<file path="config.mk">
export PLATFORM = sky130hd
export DESIGN_NAME = shift_register_universal_flat
export DESIGN_NICKNAME = d
export VERILOG_FILES = /design/src/rtl/shift_register_pkg.sv /design/src/rtl/shift_register_universal_if.sv /design/src/rtl/tick_generator.sv /design/src/rtl/shift_register_universal.sv /design/src/flat_wrapper.sv
export SDC_FILE = /design/constraint.sdc
export NUM_CORES = 1
export LEC_CHECK = 0
export CAP_MARGIN = 15
export CORE_MARGIN = 5
export CORE_UTILIZATION = 45
export CTS_CLUSTER_SIZE = 28
export DETAILED_ROUTE_END_ITERATION = 16
export PLACE_DENSITY = 0.72
export SLEW_MARGIN = 20
export SYNTH_ARGS = -nofsm -noshare
export SYNTH_HDL_FRONTEND = slang
export SYNTH_SLANG_ARGS = --single-unit
export TNS_END_PERCENT = 100
</file>
<file path="constraint.sdc">
create_clock -name clk_100MHz -period 3.15 [get_ports clk_100MHz]
set_input_delay 0.7875 -clock clk_100MHz [delete_from_list [all_inputs] [get_ports clk_100MHz]]
set_output_delay 0.7875 -clock clk_100MHz [all_outputs]
set_load 0.01 [all_outputs]
</file>
<file path="src/rtl/shift_register_pkg.sv">
// Shared definitions for the universal shift register and its helpers:
// operation codes, shift counter width and prescaler sizing.
package shift_register_pkg;

  localparam logic [1:0] MODE_HOLD        = 2'b00;
  localparam logic [1:0] MODE_SHIFT_LEFT  = 2'b01;
  localparam logic [1:0] MODE_SHIFT_RIGHT = 2'b10;
  localparam logic [1:0] MODE_LOAD        = 2'b11;

  localparam int               COUNT_W   = 8;
  localparam logic [COUNT_W-1:0] COUNT_MAX = '1;

  // Width of a counter that runs 0..tick_div-1; never narrower than one bit.
  function automatic int prescaler_width(input int tick_div);
    return (tick_div > 1) ? $clog2(tick_div) : 1;
  endfunction

endpackage

</file>
<file path="src/rtl/shift_register_universal_if.sv">
// Board-side signal bundle of the universal shift register: switch inputs
// in, LED bank / chain outputs / status out.
interface shift_register_universal_if #(
  parameter int WIDTH = 16
);
  import shift_register_pkg::*;

  logic [1:0]         mode;
  logic               serial_in;
  logic [WIDTH-1:0]   parallel_in;
  logic [WIDTH-1:0]   parallel_out;
  logic               serial_out_msb;
  logic               serial_out_lsb;
  logic               tick;
  logic [COUNT_W-1:0] shift_count;

  // Switch side: drives the controls, observes the register.
  modport master (
    output mode, serial_in, parallel_in,
    input  parallel_out, serial_out_msb, serial_out_lsb, tick, shift_count
  );

  // Register side.
  modport slave (
    input  mode, serial_in, parallel_in,
    output parallel_out, serial_out_msb, serial_out_lsb, tick, shift_count
  );

endinterface

</file>
<file path="src/rtl/tick_generator.sv">
// Divides the board clock down to a one-cycle update strobe every TICK_DIV
// cycles. The strobe is registered so downstream logic sees no glitches.
module tick_generator
  import shift_register_pkg::*;
#(
  parameter int TICK_DIV = 100_000_000
) (
  input  logic clk_100MHz,
  input  logic reset_n,
  output logic tick
);

  localparam int               DIV_W    = prescaler_width(TICK_DIV);
  localparam logic [DIV_W-1:0] DIV_LAST = DIV_W'(TICK_DIV - 1);

  logic [DIV_W-1:0] div_cnt_q, div_cnt_d;
  logic             tick_q, tick_d;

  // Wrap the prescaler at TICK_DIV-1 and flag the wrap cycle.
  always_comb begin
    // NOTE: every always_comb output gets a default first, so no path can
    // leave it unassigned and infer a latch.
    div_cnt_d = div_cnt_q + DIV_W'(1);
    tick_d    = 1'b0;
    if (div_cnt_q == DIV_LAST) begin
      div_cnt_d = '0;
      tick_d    = 1'b1;
    end
  end

  // Prescaler and strobe registers.
  always_ff @(posedge clk_100MHz or negedge reset_n) begin
    if (!reset_n) begin
      div_cnt_q <= '0;
      tick_q    <= 1'b0;
    end else begin
      div_cnt_q <= div_cnt_d;
      tick_q    <= tick_d;
    end
  end

  assign tick = tick_q;

endmodule

</file>
<file path="src/rtl/shift_register_universal.sv">
// Universal shift register: hold / shift left / shift right / parallel
// load, updated once per prescaler tick from synchronised switch inputs,
// with a saturating count of shifts since reset or the last load.
module shift_register_universal
  import shift_register_pkg::*;
#(
  parameter int               WIDTH       = 16,
  parameter int               TICK_DIV    = 100_000_000,
  parameter logic [WIDTH-1:0] RESET_VALUE = {WIDTH{1'b0}}
) (
  input logic                       clk_100MHz,
  input logic                       reset_n,
  shift_register_universal_if.slave bus
);

  // Two-stage synchronisers; the *_s_q stage is the only copy used downstream.
  logic [1:0]       mode_meta_q,     mode_s_q;
  logic             serial_meta_q,   serial_s_q;
  logic [WIDTH-1:0] parallel_meta_q, parallel_s_q;

  logic               tick;
  logic [WIDTH-1:0]   shreg_q, shreg_d;
  logic [COUNT_W-1:0] count_q, count_d;

  // Bring the asynchronous switch inputs into the clock domain.
  always_ff @(posedge clk_100MHz or negedge reset_n) begin
    if (!reset_n) begin
      mode_meta_q     <= '0;
      mode_s_q        <= '0;
      serial_meta_q   <= 1'b0;
      serial_s_q      <= 1'b0;
      parallel_meta_q <= '0;
      parallel_s_q    <= '0;
    end else begin
      // NOTE: non-blocking assignments make each stage take the other's
      // pre-edge value; blocking ones would collapse the chain to one flop.
      mode_meta_q     <= bus.mode;
      mode_s_q        <= mode_meta_q;
      serial_meta_q   <= bus.serial_in;
      serial_s_q      <= serial_meta_q;
      parallel_meta_q <= bus.parallel_in;
      parallel_s_q    <= parallel_meta_q;
    end
  end

  tick_generator #(
    .TICK_DIV (TICK_DIV)
  ) u_tick_generator (
    .clk_100MHz (clk_100MHz),
    .reset_n    (reset_n),
    .tick       (tick)
  );

  // Next register contents and shift count; only a tick cycle changes them.
  always_comb begin
    shreg_d = shreg_q;
    count_d = count_q;
    if (tick) begin
      case (mode_s_q)
        MODE_HOLD: begin
          shreg_d = shreg_q;
        end
        MODE_SHIFT_LEFT: begin
          shreg_d = {shreg_q[WIDTH-2:0], serial_s_q};
          count_d = (count_q == COUNT_MAX) ? count_q : count_q + COUNT_W'(1);
        end
        MODE_SHIFT_RIGHT: begin
          shreg_d = {serial_s_q, shreg_q[WIDTH-1:1]};
          count_d = (count_q == COUNT_MAX) ? count_q : count_q + COUNT_W'(1);
        end
        MODE_LOAD: begin
          shreg_d = parallel_s_q;
          count_d = '0;
        end
      endcase
    end
  end

  // Register and shift count state.
  always_ff @(posedge clk_100MHz or negedge reset_n) begin
    if (!reset_n) begin
      shreg_q <= RESET_VALUE;
      count_q <= '0;
    end else begin
      shreg_q <= shreg_d;
      count_q <= count_d;
    end
  end

  assign bus.parallel_out   = shreg_q;
  assign bus.serial_out_msb = shreg_q[WIDTH-1];
  assign bus.serial_out_lsb = shreg_q[0];
  assign bus.tick           = tick;
  assign bus.shift_count    = count_q;

endmodule

</file>
<file path="src/flat_wrapper.sv">
// flat-port wrapper written by rule: the top's interface ports become plain ports
module shift_register_universal_flat import shift_register_pkg::*;
#(
  parameter int               WIDTH       = 16,
  parameter int               TICK_DIV    = 100_000_000,
  parameter logic [WIDTH-1:0] RESET_VALUE = {WIDTH{1'b0}}
)
  (clk_100MHz, reset_n, bus_mode, bus_serial_in, bus_parallel_in, bus_parallel_out, bus_serial_out_msb, bus_serial_out_lsb, bus_tick, bus_shift_count);
  shift_register_universal_if #(.WIDTH(WIDTH)) bus_i ();
  input logic clk_100MHz;
  input logic reset_n;
  input wire logic [$bits(bus_i.mode)-1:0] bus_mode;
  input wire logic [$bits(bus_i.serial_in)-1:0] bus_serial_in;
  input wire logic [$bits(bus_i.parallel_in)-1:0] bus_parallel_in;
  output wire logic [$bits(bus_i.parallel_out)-1:0] bus_parallel_out;
  output wire logic [$bits(bus_i.serial_out_msb)-1:0] bus_serial_out_msb;
  output wire logic [$bits(bus_i.serial_out_lsb)-1:0] bus_serial_out_lsb;
  output wire logic [$bits(bus_i.tick)-1:0] bus_tick;
  output wire logic [$bits(bus_i.shift_count)-1:0] bus_shift_count;
  assign bus_i.mode = bus_mode;
  assign bus_i.serial_in = bus_serial_in;
  assign bus_i.parallel_in = bus_parallel_in;
  assign bus_parallel_out = bus_i.parallel_out;
  assign bus_serial_out_msb = bus_i.serial_out_msb;
  assign bus_serial_out_lsb = bus_i.serial_out_lsb;
  assign bus_tick = bus_i.tick;
  assign bus_shift_count = bus_i.shift_count;
  shift_register_universal #(.WIDTH(WIDTH), .TICK_DIV(TICK_DIV), .RESET_VALUE(RESET_VALUE)) u_core (.clk_100MHz(clk_100MHz), .reset_n(reset_n), .bus(bus_i));
endmodule
</file>
# == Yosys cells after proc, flatten, opt, wreduce, memory -nomap -nowiden ==
# Index checks and enable logic that the tools add are counted.
# Widths: inputs -> output; s select.
# word_totals
mem_count,0
output_inout_bits,27
latch_bits,0
rom_bits,0
wordCells,29
reg_bits,90
ramBits,0
# classes
n_div,0
bitwise_logic,1
n_shift,0
mul,0
order_cmp,0
reduce_logical,5
n_addsub,2
n_eq_ne,6
muxes,5
# op_table
operator,n
$pmux 16 s3,1
$add 27x1->27 const B,1
$eq 27x27->1 const B,1
$mux 27,1
$pmux 8 s2,1
$add 8x1->8 const B,1
$eq 8x8->1 const B,1
$mux 8,1
$eq 2x2->1 const B,2
$reduce_and 3->1,1
$eq 2x1->1 const B,1
$logic_not 2->1,1
$ne 2x2->1 const B,1
$reduce_and 2->1,1
$reduce_bool 2->1,1
$reduce_or 2->1,1
$mux 1,1
$not 1->1,1

# == Depth between registers and ports, before layout ==
# Gate-level depths: netlist of the first run.
# logic_depth
word_depth,4
mapped_depth,7
depth_no_buf,6

# == By module ==
# Synthesis of the first run repeated with hierarchy kept, for this count alone.
# hier_totals
hier_cells,318
area_unflattened_um2,3628.5
# by_module_without_submodules
module,area_per_inst_um2,n_inst,cells_per_inst,seq_area_each_um2
shift_register_universal,2270.9,1,183,1551.5
tick_generator,1357.6,1,135,700.7

# == Least setup slack after synthesis of the first run ==
# No wires, ideal clock.
# synth_timing
path_kind,register to register
startpoint,reg u_core.u_tick_generator.div_cnt_q[0]
endpoint,reg u_core.u_tick_generator.div_cnt_q[14]
setup_time_ns,0.121
arrival_time_ns,1.601
stages_incl_launch_ff,7
required_ns,3.029
setup_slack_ns,1.428
cell_sequence,dfrtp_1 > ha_1 > and4_1 > nand4_1 > nor3_4 > buf_2 > nor2_1
# synth_via
elab_chain_len,2
word_cells_on_any_way,3
cone_classes,1 x add/sub; 1 x eq/ne; 1 x mux
# synth_lines
element,line_no,rtl
from (decl),tick_generator.sv:16,"logic [DIV_W-1:0] div_cnt_q, div_cnt_d;"
from (signal assigned),tick_generator.sv:37,div_cnt_q <= div_cnt_d;
$add 27x1->27 or $eq 27x27->1 (tied branches),"tick_generator.sv:23, tick_generator.sv:25",
$mux 27 *,tick_generator.sv:25,if (div_cnt_q == DIV_LAST) begin
named net u_core.u_tick_generator.div_cnt_d[14],tick_generator.sv:16,
# The timed path passes the listed nets; every way through them passes the cells marked *.
# A chain may end at the register's enable or synchronous reset.

# == Final worst setup path of the first run ==
# layout_timing
startpoint,"reg u_core.count_q[0], in the netlist u_core.bus.shift_count[0]"
endpoint,out bus_shift_count[0]
# layout_rtl
element,line_no,rtl
from (decl),shift_register_universal.sv:23,"logic [COUNT_W-1:0] count_q, count_d;"
from (signal assigned),shift_register_universal.sv:86,count_q <= count_d;
to (decl),flat_wrapper.sv:19,output wire logic [$bits(bus_i.shift_count)-1:0] bus_shift_count;
# No word-level cell between the ends.

==> flow_summary.ini, run 1 <==
[worst_setup_path]
path_buf_inv = 1
endpoint_kind = output pin
critPathRequiredTime_ns = 2.36
critical_path_class = reg -> out
ff2ff_path_depth = 5
arrival_ns = 1.41
crit_family = buffers and inverters
cpPeakStageDelay_ns = 0.58
r2r_start = u_core.u_tick_generator.div_cnt_q[0]
crit_chain = clkdlybuf4s50_1
path_max_fanout = 8
cpMaxStageDelayCell = clkdlybuf4s50_1
setup.worst_path.start_class = register
cp.depth = 1
cp-startpoint = u_core.bus.shift_count[0]

[floorplanning]
start_util_pct = 45.8
die_h_um = 101
num_rows = 33
core_mm2 = 0.00818
io_pins = 48
die_w_um = 101
dieArea_mm2 = 0.0102

[synth]
avgSynthCellArea_um2 = 11.2
ys.flop_type = dfrtp_1
syn-instance-count = 335
synth_simple_gate_area_share_pct = 16.8
ys_seq_area_share_pct = 60.2
synth_seq_cells = 90
synth_compound_area_share_pct = 14.4
yosys_warnings = 0
netlist.area_leader.share_pct = 60.2
synth.most_common_cell = dfrtp_1
ys_types = 43
synth_top_family_by_area = simple AND/OR/NAND/NOR gates
synth_fa_ha_area_share_pct = 1.67
synth_common_cells = dfrtp_1 (90), nand2_1 (32), o21ai_0 (31)
yosys.area_share.xor_xnor_pct = 3.28
synth_edf_count = 0
syn_area_mm2 = 0.00374
synth-async-reset-ratio_pct = 100
synth_nets = 361
synthMuxAreaShare_pct = 0.836
synthTopCellsByArea = dfrtp_1 (60%), o21ai_0 (4.1%), a22o_1 (3.7%), a21oi_1 (3.6%), nand2_1 (3.2%)
synth_largest_area_cell = dfrtp_1

[global_routing]
antenna_found_initial = 0
grt_pass1_wl_um = 13100
grt_start_max_net_pins = 38
grt_usage_pct = 16.1
grt_pass1_vias = 2776
gr-total-overflow = 0

[min_path]
hold_path.startpoint = u_core.mode_meta_q[1]
hold_class = reg -> reg
min_path_cells = 0

[routing]
route.antenna.remaining_nets = 0
via_per_inst = 5.57
drtPass1Iterations = 4
initialDrtViolationCount = 131
wl_per_cell_um = 15.4
wl_um = 7600
vias = 2758
drc = 0

[timing]
relSlewSlack_pct = 36.1
fin_tns_setup_ns = 0
layout_setup_ws_ns = 0.953
min_period_ns = 2.20
tightestPinTransition_ns = 0.958
rsz0062_at_grt = false
maxSlewViolCount = 0
hold_viol = 0
clock_skew_ns = 0.0123
finalCritPeriodShare_pct = 69.7
setup_viol = 0
fmax_mhz = 455

[cells_and_area]
drive_above_1_share_pct = 7.95
num_antenna_cells = 0
synthToLayoutAreaGrowth_pct = 20.3
stdcell_area_mm2 = 0.00450
multi_input_area_mm2 = 0.00138
nFillCells = 711
nNetsFinal = 411
seq_area_mm2 = 0.00225

[clock_network]
clock_sinks = 90
clk_pin_slew_ns = 0.09
post_cts_resized = 0
cts_setup_buffers = 0
cts_tree = built
insertion_delay_ns = 0.36
cts_buffers = 9
cts_hold_buffers = 0
cts_root_buffer = clkbuf_8
clockBufferDepth = 2
cts-htree-levels = 3

[place]
post-place-ws_ns = 1.01
placed_cell_area_mm2 = 0.00432
port-buffer-count = 47
gp_congestion = 0.810
place_hpwl_um = 5370

[run]
drv_cap = 0

[power]
p_leak_nw = 1.89
powerDensity_mw_per_mm2 = 441
ir_worst_vdd_uv = 194

[status]
status = completed
registers in the layout, summed over array words and instances (netlist names):
| register | count |
|---|---|
| u_core.bus.parallel_out | 16 |
| u_core.parallel_meta_q | 16 |
| u_core.serial_s_q | 1 |
| u_core.mode_meta_q | 2 |
| u_core.mode_s_q | 2 |
| u_core.bus.shift_count | 8 |
| u_core.serial_meta_q | 1 |
| u_core.parallel_s_q | 16 |
| u_core.u_tick_generator.div_cnt_q | 27 |
| u_core.u_tick_generator.tick | 1 |
final timing paths:
kind / to / slack, ns
min reg2reg: u_core.mode_s_q[1] / 0.34
max: bus_shift_count[0] / 0.95
max reg2reg: u_core.u_tick_generator.div_cnt_q[21] / 1.02
min in group asynchronous: u_core.parallel_s_q[1] / 0.37
min: u_core.mode_s_q[1] / 0.34
max in group asynchronous: u_core.u_tick_generator.div_cnt_q[1] / 2.14
layer usage:
| metal | wire length (um) | vias to the layer above | track usage [%] |
|---|---|---|---|
| li1 | - | 1309 | - |
| met1 | 3360 | 1374 | 20.6 |
| met2 | 3710 | 62 | 26.4 |
| met3 | 396 | 13 | 4.34 |
| met4 | 133 | 0 | 6.13 |
| met5 | 0 | - | 0 |
area by class of cell:
cell class | instances | share of cell area [%]
Clock buffer | 11 | 3.14
Clock inverter | 5 | 0.834
Inverter | 11 | 0.918
Multi-Input combinational cell | 220 | 30.7
Sequential cell | 90 | 50.1
Tap cell | 105 | 2.92
Timing Repair Buffer | 53 | 11.4
metrics by stage:
| step | power (W) | util, % | cells | hold slack (ns) |
|---|---|---|---|---|
| floorplan | 0.00124 | - | 335 | 0.331 |
| global placement | 0.00130 | 52.8 | 479 | 0.333 |
| detailed placement | 0.00130 | 52.8 | 479 | 0.335 |
| CTS | 0.00201 | 55.0 | 495 | 0.345 |
| global route | 0.00207 | 55.0 | 495 | 0.353 |
| finish | 0.00198 | 55.0 | 495 | 0.344 |
where the power goes:
group	switching, W	internal, W
combinational	0.0000489	0.0000397
sequential	0.00000841	0.00118
clock	0.000396	0.000311
total	0.000453	0.00153
layout by cell type (no fill, tap or decap), types with 2 or more instances in the layout:
cell type / Yosys / layout
dfrtp_1: 90 / 90
clkdlybuf4s50_1: 0 / 46
nand2_1: 32 / 32
o21ai_0: 31 / 31
a21oi_1: 27 / 27
a22o_1: 16 / 16
nand4_1: 13 / 13
nor2_1: 12 / 12
inv_1: 11 / 11
clkbuf_8: 0 / 10
nand3_1: 9 / 9
nor3_1: 8 / 8
xnor2_1: 8 / 8
buf_4: 3 / 7
nor4_1: 6 / 6
xor2_1: 6 / 6
and4_1: 5 / 5
ha_1: 5 / 5
and3_1: 4 / 4
nand2b_1: 4 / 4
nand4_2: 3 / 3
o31ai_1: 3 / 3
or4_1: 3 / 3
nor2b_1: 3 / 3
o31a_1: 2 / 2
or3_1: 2 / 2
mux2i_1: 2 / 2
clkinvlp_4: 0 / 2
logic make-up after synthesis:
family | after synthesis
buffers and inverters | 25
and+or+nand+nor | 111
AOI/OAI and AO/OA | 87
adders and majority gates | 5
DFF | 90
xor gates and xnor gates | 14
muxes | 3
(Power assumes the default switching activity.)
==> inputs of run 2 (changes only) <==
--- a/config.mk
+++ b/config.mk
@@ -10,7 +10,7 @@
 export CORE_UTILIZATION = 45
 export CTS_CLUSTER_SIZE = 28
 export DETAILED_ROUTE_END_ITERATION = 16
-export PLACE_DENSITY = 0.72
+export PLACE_DENSITY = 0.75
 export SLEW_MARGIN = 20
 export SYNTH_ARGS = -nofsm -noshare
 export SYNTH_HDL_FRONTEND = slang
==> constraint.sdc (replaced) <==
create_clock -name clk_100MHz -period 1.8 [get_ports clk_100MHz]
set_input_delay 0.45 -clock clk_100MHz [delete_from_list [all_inputs] [get_ports clk_100MHz]]
set_output_delay 0.45 -clock clk_100MHz [all_outputs]
set_load 0.01 [all_outputs]
==> run 2 against run 1 <==
  * Via count increased by 6.6%
  * Non-clock buffer count increased by 33
  * Clock-buffer cell count decreased by 2
  * Global-route usage increased by 0.99 points
==> flow_summary.ini, run 2 (synthesized netlist as in run 1, its figures left out) <==
[status]
status = completed

[worst_setup_path]
arrival_ns = 1.29
cpMaxStageDelayCell = clkdlybuf4s50_1
crit_family = buffers and inverters
critPathRequiredTime_ns = 1.35
crit_chain = clkdlybuf4s50_1
path_buf_inv = 1
cpPeakStageDelay_ns = 0.54
ff2ff_path_depth = 4
rrSetupSlack_ns = 0.07
critical_path_class = reg -> out
cp.depth = 1
endpoint_kind = output pin
setup.worst_path.start_class = register
path_max_fanout = 2

[floorplanning]
die_h_um = 101
core_mm2 = 0.00818
io_pins = 48
num_rows = 33
die_w_um = 101
start_util_pct = 45.8
dieArea_mm2 = 0.0102

[min_path]
hold_class = in -> async

[routing]
route.met2.wl_um = 3990
wl_met1_um = 3470
wl_per_cell_um = 15.3
route.antenna.remaining_nets = 0
vias = 2939
drc = 0
drtPass1Iterations = 4
initialDrtViolationCount = 165
via_per_inst = 5.57
met3_length_um = 449
top_layer = met4
wl_um = 8090

[global_routing]
antenna_found_initial = 0
gr-total-overflow = 0
grt_pass1_vias = 2912
grt_usage_pct = 17.1
grt_pass1_wl_um = 13800
grt_start_max_net_pins = 35

[clock_network]
cts_root_buffer = clkbuf_8
clockBufferDepth = 2
clock_sinks = 90
cts-htree-levels = 3
clk_pin_slew_ns = 0.10
insertion_delay_ns = 0.37
cts_buffers = 9
cts_tree = built

[timing]
clock_skew_ns = 0.0164
fmax_mhz = 576
hold_slack_ns = 0.00616
layout_setup_ws_ns = 0.0625
setup_viol = 0
rsz0062_at_grt = false
tightestPinTransition_ns = 0.508
min_period_ns = 1.74
maxSlewViolCount = 0
finalCritPeriodShare_pct = 96.5
hold_viol = 0
relSlewSlack_pct = 65.9

[cells_and_area]
nNetsFinal = 444
largest_reg_flops = 27
largest-register = u_core.u_tick_generator.div_cnt_q
drive_above_1_share_pct = 17.5
mostFrequentLayoutCells = dfrtp_1 (84), buf_4 (37), clkdlybuf4s50_1 (35)
num_antenna_cells = 0
final_common_cell = dfrtp_1
synthToLayoutAreaGrowth_pct = 29.6

[run]
drv_cap = 0

[power]
powerDensity_mw_per_mm2 = 746
p_leak_nw = 2.27
ir_worst_vdd_uv = 479
power_w = 0.00362

[place]
gp_congestion = 0.839
place_hpwl_um = 5370
port-buffer-count = 47
post-place-ws_ns = -0.0261
run 2: cell type report:
type	count	area, um2
inverters	11	41.3
clock inverters	7	76.3
fillers	669	3330
well taps	105	131
clock buffers	9	124
flip-flops and latches	90	2260
repair buffers	86	818
multi-input cells	220	1400
run 2: final timing paths:
check,startpoint,to
max in group asynchronous,reset_n,u_core.u_tick_generator.div_cnt_q[11]
min in group clk_100MHz,u_core.parallel_meta_q[8],u_core.parallel_s_q[8]
max reg2reg,u_core.u_tick_generator.div_cnt_q[6],u_core.u_tick_generator.div_cnt_q[21]
min,reset_n,u_core.bus.shift_count[0]
min reg2reg,u_core.parallel_meta_q[8],u_core.parallel_s_q[8]
max,u_core.bus.parallel_out[3],bus_parallel_out[3]
run 2: power breakdown:
part / total (W) / internal, W / switching (W)
sequential: 0.00208 / 0.00206 / 0.0000133
clock: 0.00137 / 0.000559 / 0.000813
combinational: 0.000168 / 0.0000790 / 0.0000887
total: 0.00362 / 0.00270 / 0.000915
run 2: what timing repair did:
item	4_1_cts	5_1_grt
resized for setup	6	17
hold buffers	0	0
pin swaps	0	2
hold endpoints to repair	0	0
buffers inserted	20	8
endpoints found under the setup margin	23	32
run 2: per-stage QoR:
| step | setup TNS (ns) | area [um2] | std cells | utilization [%] |
|---|---|---|---|---|
| final | 0 | 4850 | 528 | 59.3 |
| after global routing | 0 | 4850 | 528 | 59.3 |
| after CTS | 0 | 4760 | 520 | 58.2 |
| after detailed placement | -0.0305 | 4400 | 484 | 53.8 |
| after global placement | 0 | 4400 | 484 | 53.8 |
| after floorplan | 0 | 3740 | 335 | - |
run 2: worst register-to-register path: stages, from the launching register on:
cell	delay, ns
dfrtp_1	0.45
nand4_2	0.18
or4_4	0.58
o31a_1	0.25
o21ba_1	0.18
run 2: routing by layer:
layer  track usage (%)  up-vias
met1              22.2     1442
met3              4.61       21
met4              7.87        0
li1                  -     1381
met2              26.9       95
met5                 0        -
